File: src/rtl/cnt_monitor_pkg.sv
`default_nettype none
// +--------------------------------------------------------------------+
// | cnt_monitor_pkg                                                    |
// | Shared FSM encoding, event type codes and event word layout.       |
// | Revision: 1.0                                                      |
// +--------------------------------------------------------------------+
package cnt_monitor_pkg;

    localparam int TYPE_W  = 2;
    localparam int SEQ_W   = 2;
    localparam int VALUE_W = 4;
    localparam int EV_W    = TYPE_W + SEQ_W + VALUE_W;

    localparam int STATE_W = 2;
    localparam logic [STATE_W-1:0] ST_INIT  = 2'd0;
    localparam logic [STATE_W-1:0] ST_RUN   = 2'd1;
    localparam logic [STATE_W-1:0] ST_FAULT = 2'd2;

    localparam logic [TYPE_W-1:0] EV_WRAP     = 2'b01;
    localparam logic [TYPE_W-1:0] EV_STEP_ERR = 2'b10;

    function automatic logic [EV_W-1:0] pack_event(
        input logic [TYPE_W-1:0]  ev_type,
        input logic [SEQ_W-1:0]   ev_seq,
        input logic [VALUE_W-1:0] ev_value
    );
        return {ev_type, ev_seq, ev_value};
    endfunction

endpackage
`default_nettype wire

File: src/rtl/cnt_monitor_fifo.sv
`default_nettype none
// +--------------------------------------------------------------------+
// | cnt_monitor_fifo                                                   |
// | Synchronous event FIFO; a push on a full buffer is accepted only   |
// | when a pop retires the head on the same edge.                      |
// | Revision: 1.0                                                      |
// +--------------------------------------------------------------------+
module cnt_monitor_fifo
    import cnt_monitor_pkg::*;
#(
    parameter int DEPTH = 4,
    parameter int WIDTH = EV_W
) (
    input  logic             clk,
    input  logic             rst_n,
    input  logic             i_push,
    input  logic [WIDTH-1:0] i_data,
    input  logic             i_pop,
    output logic             o_push_ok,
    output logic             o_full,
    output logic             o_empty,
    output logic [WIDTH-1:0] o_head
);

    localparam int PTR_W = $clog2(DEPTH);
    localparam int CNT_W = PTR_W + 1;

    logic [WIDTH-1:0] r_mem [DEPTH];
    logic [PTR_W-1:0] r_wr_ptr;
    logic [PTR_W-1:0] r_rd_ptr;
    logic [CNT_W-1:0] r_count;
    logic             w_do_pop;

    assign o_full    = (r_count == CNT_W'(DEPTH));
    assign o_empty   = (r_count == '0);
    assign w_do_pop  = i_pop && !o_empty;
    assign o_push_ok = i_push && (!o_full || w_do_pop);
    // Head is masked while empty so stale storage never leaks out after reset.
    assign o_head    = o_empty ? '0 : r_mem[r_rd_ptr];

    always_ff @(posedge clk or negedge rst_n) begin
        if (!rst_n) begin
            r_wr_ptr <= '0;
            r_rd_ptr <= '0;
            r_count  <= '0;
        end else begin
            if (o_push_ok) r_wr_ptr <= r_wr_ptr + PTR_W'(1);
            if (w_do_pop)  r_rd_ptr <= r_rd_ptr + PTR_W'(1);
            case ({o_push_ok, w_do_pop})
                2'b10:   r_count <= r_count + CNT_W'(1);
                2'b01:   r_count <= r_count - CNT_W'(1);
                default: r_count <= r_count;
            endcase
        end
    end

    always_ff @(posedge clk) begin
        if (o_push_ok) r_mem[r_wr_ptr] <= i_data;
    end

endmodule
`default_nettype wire

File: src/rtl/cnt_monitor.sv
`default_nettype none
// +--------------------------------------------------------------------+
// | cnt_monitor                                                        |
// | Watches a 4-bit upstream counter, logs wraps (and step errors when |
// | CNT_MONITOR_STEP_CHECK_EN is defined) into an event FIFO.          |
// | Revision: 1.0                                                      |
// +--------------------------------------------------------------------+
module cnt_monitor
    import cnt_monitor_pkg::*;
#(
    parameter int FIFO_DEPTH = 4
) (
    input  logic               clk,
    input  logic               rst_n,
    input  logic [VALUE_W-1:0] cnt_in,
    output logic               ev_valid,
    input  logic               ev_ready,
    output logic [EV_W-1:0]    ev_data,
    output logic [7:0]         wrap_cnt,
    output logic               err,
    output logic               ev_overflow
);

    logic [STATE_W-1:0] r_state;
    logic [STATE_W-1:0] w_state_nxt;
    logic [VALUE_W-1:0] r_prev;
    logic [SEQ_W-1:0]   r_seq;
    logic [7:0]         r_wrap_cnt;
    logic               r_ovf;
    logic               w_wrap;
    logic               w_step_err;
    logic               w_push;
    logic               w_push_ok;
    logic               w_pop;
    logic               w_full;
    logic               w_empty;
    logic [TYPE_W-1:0]  w_ev_type;
    logic [EV_W-1:0]    w_ev_word;

    assign w_wrap = (r_state == ST_RUN) && (r_prev == {VALUE_W{1'b1}}) && (cnt_in == '0);

`ifdef CNT_MONITOR_STEP_CHECK_EN
    logic [VALUE_W-1:0] w_prev_inc;
    logic               r_err;

    assign w_prev_inc = r_prev + VALUE_W'(1);
    // A return to zero is an upstream reset, not an error.
    assign w_step_err = (r_state == ST_RUN) && (cnt_in != w_prev_inc) && (cnt_in != '0);

    always_ff @(posedge clk or negedge rst_n) begin
        if (!rst_n)          r_err <= 1'b0;
        else if (w_step_err) r_err <= 1'b1;
    end
    assign err = r_err;
`else
    assign w_step_err = 1'b0;
    assign err        = 1'b0;
`endif

    always_comb begin
        w_state_nxt = r_state;
        case (r_state)
            ST_INIT:  w_state_nxt = ST_RUN;
            ST_RUN:   w_state_nxt = w_step_err ? ST_FAULT : ST_RUN;
            ST_FAULT: w_state_nxt = ST_RUN;
            default:  w_state_nxt = ST_INIT;
        endcase
    end

    always_ff @(posedge clk or negedge rst_n) begin
        if (!rst_n) r_state <= ST_INIT;
        else        r_state <= w_state_nxt;
    end

    assign w_push    = w_wrap || w_step_err;
    assign w_ev_type = w_step_err ? EV_STEP_ERR : EV_WRAP;
    assign w_ev_word = pack_event(w_ev_type, r_seq, cnt_in);
    assign w_pop     = ev_valid && ev_ready;

    always_ff @(posedge clk or negedge rst_n) begin
        if (!rst_n) begin
            r_prev     <= '0;
            r_seq      <= '0;
            r_wrap_cnt <= '0;
            r_ovf      <= 1'b0;
        end else begin
            r_prev <= cnt_in;
            if (w_push_ok)                       r_seq      <= r_seq + SEQ_W'(1);
            if (w_wrap && (r_wrap_cnt != 8'hFF)) r_wrap_cnt <= r_wrap_cnt + 8'd1;
            if (w_push && !w_push_ok)            r_ovf      <= 1'b1;
        end
    end

    cnt_monitor_fifo #(
        .DEPTH (FIFO_DEPTH),
        .WIDTH (EV_W)
    ) u_fifo (
        .clk       (clk),
        .rst_n     (rst_n),
        .i_push    (w_push),
        .i_data    (w_ev_word),
        .i_pop     (w_pop),
        .o_push_ok (w_push_ok),
        .o_full    (w_full),
        .o_empty   (w_empty),
        .o_head    (ev_data)
    );

    assign ev_valid    = !w_empty;
    assign wrap_cnt    = r_wrap_cnt;
    assign ev_overflow = r_ovf;

endmodule
`default_nettype wire

File: config.mk
export PLATFORM = sky130hd
export DESIGN_NAME = cnt_monitor
export DESIGN_NICKNAME = d
export VERILOG_FILES = /design/src/rtl/cnt_monitor_pkg.sv /design/src/rtl/cnt_monitor_fifo.sv /design/src/rtl/cnt_monitor.sv
export SDC_FILE = /design/constraint.sdc
export NUM_CORES = 1
export LEC_CHECK = 0
export CAP_MARGIN = 20
export CORE_AREA = 4 4 86 56
export DETAILED_ROUTE_END_ITERATION = 8
export DIE_AREA = 0 0 90 60
export PLACE_DENSITY_LB_ADDON = 0.25
export SETUP_SLACK_MARGIN = 0.02
export SLEW_MARGIN = 20
export SYNTH_ARGS = -nofsm -noshare
export SYNTH_HDL_FRONTEND = slang
export SYNTH_HIERARCHICAL = 1
export SYNTH_SLANG_ARGS = --single-unit
File: constraint.sdc
create_clock -name clk -period 4.44 [get_ports clk]
set_clock_uncertainty 0.2 [all_clocks]
set_input_delay 0.666 -clock clk [delete_from_list [all_inputs] [get_ports clk]]
set_output_delay 0.666 -clock clk [all_outputs]
set_load 0.02 [all_outputs]
### Yosys cells after proc, flatten, opt, wreduce, memory -nomap -nowiden

Memory sizes are Yosys's and may differ from the RTL's.
Cells that the tools add are included.

* register bits: 24
* memory bits (writable): 24
* bits of input ports: 7
* output and inout port bits: 19
* logic and storage cells: 43
* memories: 1

Memories
* u_fifo.r_mem: words 4, bits a word 6, read ports 1, clocked after memory_dff 0, wr ports 1, RTL line cnt_monitor_fifo.sv:28 `logic [WIDTH-1:0] r_mem [DEPTH];`

* add/subtract/negate cells: 6
* equal/unequal tests: 7
* multiplexer cells: 5
* reduce and logical (&&, ||, !) cells: 16

Operators with widths (number)
* adder 8 x 1 -> 8 bit (second input constant): 1
* two-way mux 8 bit: 1
* inequality test 8 bit (second input constant): 1
* logical AND 1 bit: 7
* adder 2 x 1 -> 2 bit (second input constant): 3
* one-hot mux 3 bit (2 select lines): 1
* == test 2 x 1 -> 1 bit (second input constant): 2
* == test 2 bit (second input constant): 2
* == test 4 bit (second input constant): 1
* zero test 4 bit: 1
* adder 3 x 1 -> 3 bit (second input constant): 1
* == test 3 bit (second input constant): 1
* zero test 1 bit: 3
* zero test 3 bit: 1
* two-way mux 1 bit: 3
* OR reduction 3 bit: 1
* subtractor 3 x 1 -> 3 bit (second input constant): 1
* zero test 2 bit: 1
* nonzero test 2 bit: 1
* logical OR 1 bit: 1

### Depth between registers and ports, before layout

Gate-level depths: netlist of the first run.

* depth after elaboration: 8
* gate-level depth with buffers: 13
* gate-level depth less buffers: 12

### Hierarchy

Netlist of the first run, hierarchy kept.

By module, submodules not included
* cnt_monitor_fifo: times used 1, cells an instance 90, area an instance 1672.9 um^2, sequential area each 1136.1 um^2
* cnt_monitor: times used 1, cells an instance 53, area an instance 673.1 um^2, sequential area each 400.4 um^2

### Least setup slack after synthesis of the first run

OpenSTA, ideal clock, no wires.

* kind: input to register
* start point: in cnt_in[1]
* end point: reg u_fifo.r_count[2]
* library setup time: 0.125 ns
* arrival time: 2.835 ns
* required time: 4.115 ns
* setup slack: 1.280 ns
* stages on the path: 11
* buffers on the path: 0
* path through: or4_1 or3_4 inv_6 a21boi_2 inv_1 ha_1 inv_1 fa_1 xor2_1 nor2_1 xor2_1

* cells in the longest elaborated chain, start to end: 5
* elaborated cells between the ends (all ways): 7
* classes of those cells: eq/ne (2); mux (1); reduce/logical (4)

Ends and longest elaborated chain
* start: declaration: RTL line cnt_monitor.sv:15 `input logic [VALUE_W-1:0] cnt_in,`
* zero test 4 bit (*): RTL line cnt_monitor.sv:40 `assign w_wrap = (r_state == ST_RUN) && (r_prev == {VALUE_W{1'b1}}) && (cnt_in == '0);`
* logical AND 1 bit (*): RTL line cnt_monitor.sv:40
* via w_push: RTL line cnt_monitor.sv:32 `logic w_push;`
* logical AND 1 bit (*): RTL line cnt_monitor_fifo.sv:37 `assign o_push_ok = i_push && (!o_full || w_do_pop);`
* via w_push_ok: RTL line cnt_monitor.sv:33 `logic w_push_ok;`
* == test 2 x 1 -> 1 bit / == test 2 bit (equally long branches): RTL line cnt_monitor_fifo.sv:49 `case ({o_push_ok, w_do_pop})`
* one-hot mux 3 bit (2 select lines) / nonzero test 2 bit (equally long branches)
* end signal: assignment: RTL line cnt_monitor_fifo.sv:50 `2'b10: r_count <= r_count + CNT_W'(1);`
* end signal: assignment: RTL line cnt_monitor_fifo.sv:51 `2'b01: r_count <= r_count - CNT_W'(1);`
* end signal: assignment: RTL line cnt_monitor_fifo.sv:52 `default: r_count <= r_count;`
* end: declaration: RTL line cnt_monitor_fifo.sv:31 `logic [CNT_W-1:0] r_count;`

The timed path passes the listed nets; every way through them passes the cells marked *.
A chain may end at the register's enable or synchronous reset.

### Worst setup path in the final report of the first run

* start point: in cnt_in[1]
* end point: reg u_fifo.r_count[1]

Same word-level chain as after synthesis.

==> results.txt, run 1 <==
status = finished clean
Async SR Flop Fraction = 0.418
#FFs+latches synth = 55
TritonRoute pass-1 iters = 4
Ports = 26
maxcap violations = 0
Seq/Total Area, Yosys = 0.655
post-CTS sizing = 0
average wire per standard cell = 17.1 um
leak pwr = 1.10 nW
Worst Setup End Kind = register
count of port buffers added during placement = 24
IR drop worst, VDD = 0.203 mV
Setup-failing EPs final = 0
clk sink count = 55
Yosys top cell area share = 0.410
Data required, critical path = 4460 ps
core area = 0.00399 mm^2
gp weighted congestion = 0.828
Nets = 193
Initial Util = 0.589
Syn Inst Count = 143
Setup crit start kind = input pin
most common cell after layout, fill and taps aside = edfxtp_1
via count = 1233
Crit Path Class = in -> reg
first-pass GRT wire length = 6620 um
DIE HEIGHT = 60 um
Layout fillers = 286
initial DRC count = 49
final worst-path cycle share = 0.785
total grt overflow = 0
pwr dens = 485 mW/mm^2
Syn Area/Cell = 16.4 um^2
root buffer cell = clkbuf_8
Area Growth Syn to Fin = 16.7%
Post-Syn Area = 0.00235 mm^2
Detail Route Antenna Nets = 0
total power draw = 0.00133 W
commonest cells after routing, fill and taps aside = edfxtp_1 (32), dfrtp_1 (23), clkdlybuf4s50_1 (23), and2_1 (12), conb_1 (10)
Yosys top cell by area = edfxtp_1
row count = 18
antenna cell count = 0
Crit Path Max Fanout = 10
post-CTS setup buffer count = 0
Worst-Margin Slew = 664 ps
synth top area cells = edfxtp_1 (41%), dfrtp_1 (25%), mux4_2 (7.7%), and2_1 (3.2%), ha_1 (3.2%)
Max Root-Sink Buffers = 2
largest net degree at the start of global routing = 24
Hold Path Class = in -> async
Clk pin slew, worst setup/hold paths = 90 ps
post-cts hold buffer count = 0
# DRC = 0
Die W = 90 um
vias in the first global route = 1347
GRT Total Usage = 0.166
Period minus WS final = 3480 ps
drt via density = 5.36
Netlist cell types = 36
number of synthesized flops with an enable pin = 32
Post-Route WL = 3930 um
layout cells sized above 1 = 0.167
TritonCTS buffer count = 5
Setup TNS Final = 0 ps
htree depth = 2
initial antenna violation count = 0
CTS tree = built
Post-DP HPWL = 2820 um
Main synth FF type = edfxtp_1
Yosys warnings = 6
Fmax = 287 MHz
Pins Over Slew Limit = 0
Slew headroom = 0.557
Worst Path Arrival = 3510 ps
unrepaired setup endpoints after global routing = no
die area = 0.00540 mm^2
clock latency on the worst-skew pair = 300 ps
final hold vios = 0
Yosys cell counts, types with 3 or more instances:
| library cell | count |
|---|---|
| a21oi_1 | 4 |
| a31oi_1 | 4 |
| and2_1 | 12 |
| and3_1 | 4 |
| dfrtp_1 | 23 |
| edfxtp_1 | 32 |
| ha_1 | 6 |
| inv_1 | 9 |
| mux4_2 | 8 |
| nand2_1 | 3 |
| xnor2_1 | 4 |
| xor2_1 | 4 |
flip-flops by register name, indices dropped and copies added (netlist names):
signal,cells
r_seq,2
r_state,1
r_prev,4
u_fifo/r_rd_ptr,2
ev_overflow,1
u_fifo/r_count,3
u_fifo/r_wr_ptr,2
u_fifo/r_mem,32
wrap_cnt,8
worst paths after layout:
path	from	endpoint	slack, ps	cells past startpoint
setup / recovery	cnt_in[1]	u_fifo/r_count[1]	960	11
hold / removal	rst_n	u_fifo/r_count[0]	120	1
setup reg to reg	u_fifo/r_count[0]	u_fifo/r_count[2]	1440	13
hold reg to reg	u_fifo/r_count[2]	u_fifo/r_count[2]	290	1
max in group asynchronous	rst_n	u_fifo/r_rd_ptr[1]	3560	1
min in group clk	u_fifo/r_count[2]	u_fifo/r_count[2]	290	1
cell families (layout without fill, tap and decap cells):
kind of cell / after synthesis / count (layout) / synth area share
xor+xnor: 9 / 9 / 0.0368
buf+inv: 15 / 44 / 0.0368
compound gates: 11 / 11 / 0.0363
simple gates: 31 / 31 / 0.0885
fa+ha+maj: 7 / 7 / 0.0405
other cells: 2 / 10 / 0.00320
flops: 55 / 55 / 0.655
mux: 13 / 13 / 0.103
metal layers:
layer | part of all wire | global-route usage | up-vias
met5 | 0 | 0 | -
met4 | 0.025 | 0.0828 | 0
met3 | 0.031 | 0.0453 | 12
met2 | 0.49 | 0.276 | 16
met1 | 0.45 | 0.207 | 629
li1 | - | - | 576
worst max-delay path, stage by stage:
cell             delay, ps
clkdlybuf4s50_1        500
or4_1                  550
or3_4                  430
inv_6                  100
a21boi_2               150
buf_4                  180
inv_1                   60
ha_1                   210
inv_1                   70
fa_1                   410
mux2i_1                170
report_power, final:
part / switching [W] / internal [W]
Clock: 0.000149 / 0.000126
Sequential: 0.0000690 / 0.000574
Combinational: 0.000184 / 0.000224
Total: 0.000402 / 0.000925
cell type report:
cell class | count | area (um^2) | share of cell area
multi-input cells | 81 | 753 | 0.275
clock inverters | 1 | 5.00 | 0.00183
inverters | 11 | 51.3 | 0.0187
repair buffers | 25 | 243 | 0.0887
well taps | 50 | 62.6 | 0.0229
flip-flops and latches | 55 | 1540 | 0.561
clock buffers | 7 | 86.3 | 0.0315
through the flow:
step	area (um^2)	setup slack (ps)	instances	hold WS [ps]	utilization
final	2740	955	230	119	0.687
after global routing	2740	807	230	158	0.687
after CTS	2740	972	230	297	0.688
after detailed placement	2650	666	222	283	0.665
after global placement	2650	758	222	264	0.665
after floorplan	2380	1280	151	170	-
Power figures use the tool's default switching activity.
==> run 2: changes to the inputs <==
Settings changed: CORE_AREA 4 4 86 56 to 4 4 94 61, DIE_AREA 0 0 90 60 to 0 0 98 65.
Clock period 4.44 ns to 3 ns, I/O delays scaled along.
==> results.txt, run 2 (synthesis gave the netlist of run 1 again) <==
status = finished clean
Crit-path slowest cell = or4_1
R2R setup slack = 320 ps
Crit path largest cell delay = 530 ps
count of port buffers added during placement = 24
combinational share of power = 0.320
Setup TNS Final = 0 ps
root buffer cell = clkbuf_8
Reg power frac = 0.424
final hold vios = 0
leak pwr = 1.22 nW
Sw Ratio = 0.282
share of total power in the clock network = 0.256
cells along the critical path = clkdlybuf4s50_1, or4_1, or3_4, inv_6, a21boi_4, inv_1, ha_2, inv_2, fa_2, xor2_1, nor2_1, xor2_1
htree depth = 2
clock latency on the worst-skew pair = 300 ps
max reg flops = 32
# DRC = 0
Crit Path Class = in -> reg
commonest cells after routing, fill and taps aside = edfxtp_1 (32), dfrtp_1 (23), clkdlybuf4s50_1 (23), buf_4 (13), and2_1 (12)
Cell Int Power = 0.00156 W
placed inst area = 0.00284 mm^2
Post-DP HPWL = 3200 um
Clk pin slew, worst setup/hold paths = 90 ps
first-pass GRT wire length = 7220 um
Fmax = 344 MHz
Worst Setup End Kind = register
total grt overflow = 0
total power draw = 0.00218 W
final setup margin = 90.3 ps
reg2reg start = u_fifo/r_count[0]
post-CTS setup buffer count = 0
Switch Pwr = 0.000615 W
initial antenna violation count = 0
Critical path origin = cnt_in[3]
Detail Route Antenna Nets = 0
Max Root-Sink Buffers = 2
TritonCTS buffer count = 5
Crit path depth = 12
row count = 20
vias in the first global route = 1372
Crit Path Max Fanout = 2
core area = 0.00488 mm^2
Period minus WS final = 2910 ps
crit-path leading delay family = simple AND/OR/NAND/NOR gates
antenna cell count = 0
Die W = 98 um
Most Frequent Cell on Critical Path = xor2_1
CP Buf/Inv Count = 4
placed insts = 254
average wire per standard cell = 16.7 um
DIE HEIGHT = 65 um
Initial Util = 0.481
GRT Total Usage = 0.152
TritonRoute pass-1 iters = 4
pwr dens = 729 mW/mm^2
gp weighted congestion = 0.738
Hold Path Class = in -> reg
Final Instance Area = 0.00299 mm^2
Setup crit end = u_fifo/r_count[2]
largest net degree at the start of global routing = 24
worst reg-to-reg path cell count = 12
Data required, critical path = 2990 ps
maxcap violations = 0
die area = 0.00637 mm^2
clk sink count = 55
Nets = 209
Post-Layout Cell Count = 262
CTS tree = built
Post-Route WL = 4370 um
Ports = 26
min-delay src = cnt_in[0]
post-cts hold buffer count = 0
via count = 1259
Hold Path Stages = 2
final worst-path cycle share = 0.970
Pins Over Slew Limit = 0
largest register by flop count = u_fifo/r_mem
IR drop worst, VDD = 0.328 mV
Area Growth Syn to Fin = 27.4%
Worst Path Arrival = 2900 ps
drt via density = 4.81
Setup crit start kind = input pin
most common cell after layout, fill and taps aside = edfxtp_1
initial DRC count = 36
Place WS = -253 ps
post-CTS sizing = 0
unrepaired setup endpoints after global routing = no
Setup-failing EPs final = 0
reg2reg end = u_fifo/r_count[2]
layout cells sized above 1 = 0.245
run 2: layer usage:
metal | GRT usage | vias up | wire length, um
met5 | 0 | - | 0
met4 | 0.0466 | 0 | 46
met3 | 0.0312 | 5 | 134
met2 | 0.255 | 21 | 2170
met1 | 0.202 | 630 | 2020
li1 | - | 603 | -
run 2: worst min path at each step:
stage                             end  slack [ps]
finish                      r_prev[0]         250
CTS                       ev_overflow         300
global route                r_prev[0]         270
floorplan                 ev_overflow         -50
detailed placement        ev_overflow         280
global placement    u_fifo/r_count[2]         260
run 2: worst reg2reg max path, cell delays in order (launching register included):
cell and delay [ps]:
dfrtp_1 430, or3_1 480, inv_6 110, nor2b_1 60, inv_1 160, a21boi_4 70, inv_1 60, ha_2 180
inv_2 40, fa_2 380, xor2_1 140, nor2_1 130, xor2_1 160
run 2: cell type report:
cell class,instances,area [um^2]
multi-input cells,81,766
clock buffers,6,72.6
flip-flops and latches,55,1540
inverters,11,51.3
clock inverters,2,60.1
fillers,375,1890
well taps,66,82.6
repair buffers,41,420
run 2: metrics by stage:
stage	utilization	hold slack (ps)
detailed placement	0.582	278
global route	0.613	265
finish	0.613	247
global placement	0.582	264
floorplan	-	-45.6
CTS	0.609	303
run 2: power by group through the flow:
stage | clock [W] | combinational [W] | sequential [W]
2_1_floorplan | 0 | 0.000476 | 0.000899
3_3_place_gp | 0 | 0.000675 | 0.000938
3_5_place_dp | 0 | 0.000702 | 0.000944
4_1_cts | 0.000573 | 0.000704 | 0.000927
5_1_grt | 0.000607 | 0.000758 | 0.000935
6_report | 0.000558 | 0.000697 | 0.000924
==> run 3: changes to the inputs <==
Settings changed: SLEW_MARGIN 20 to unset.
==> results of run 3 <==
Same layout as run 2: the final DEF is identical, and so are final timing and power.
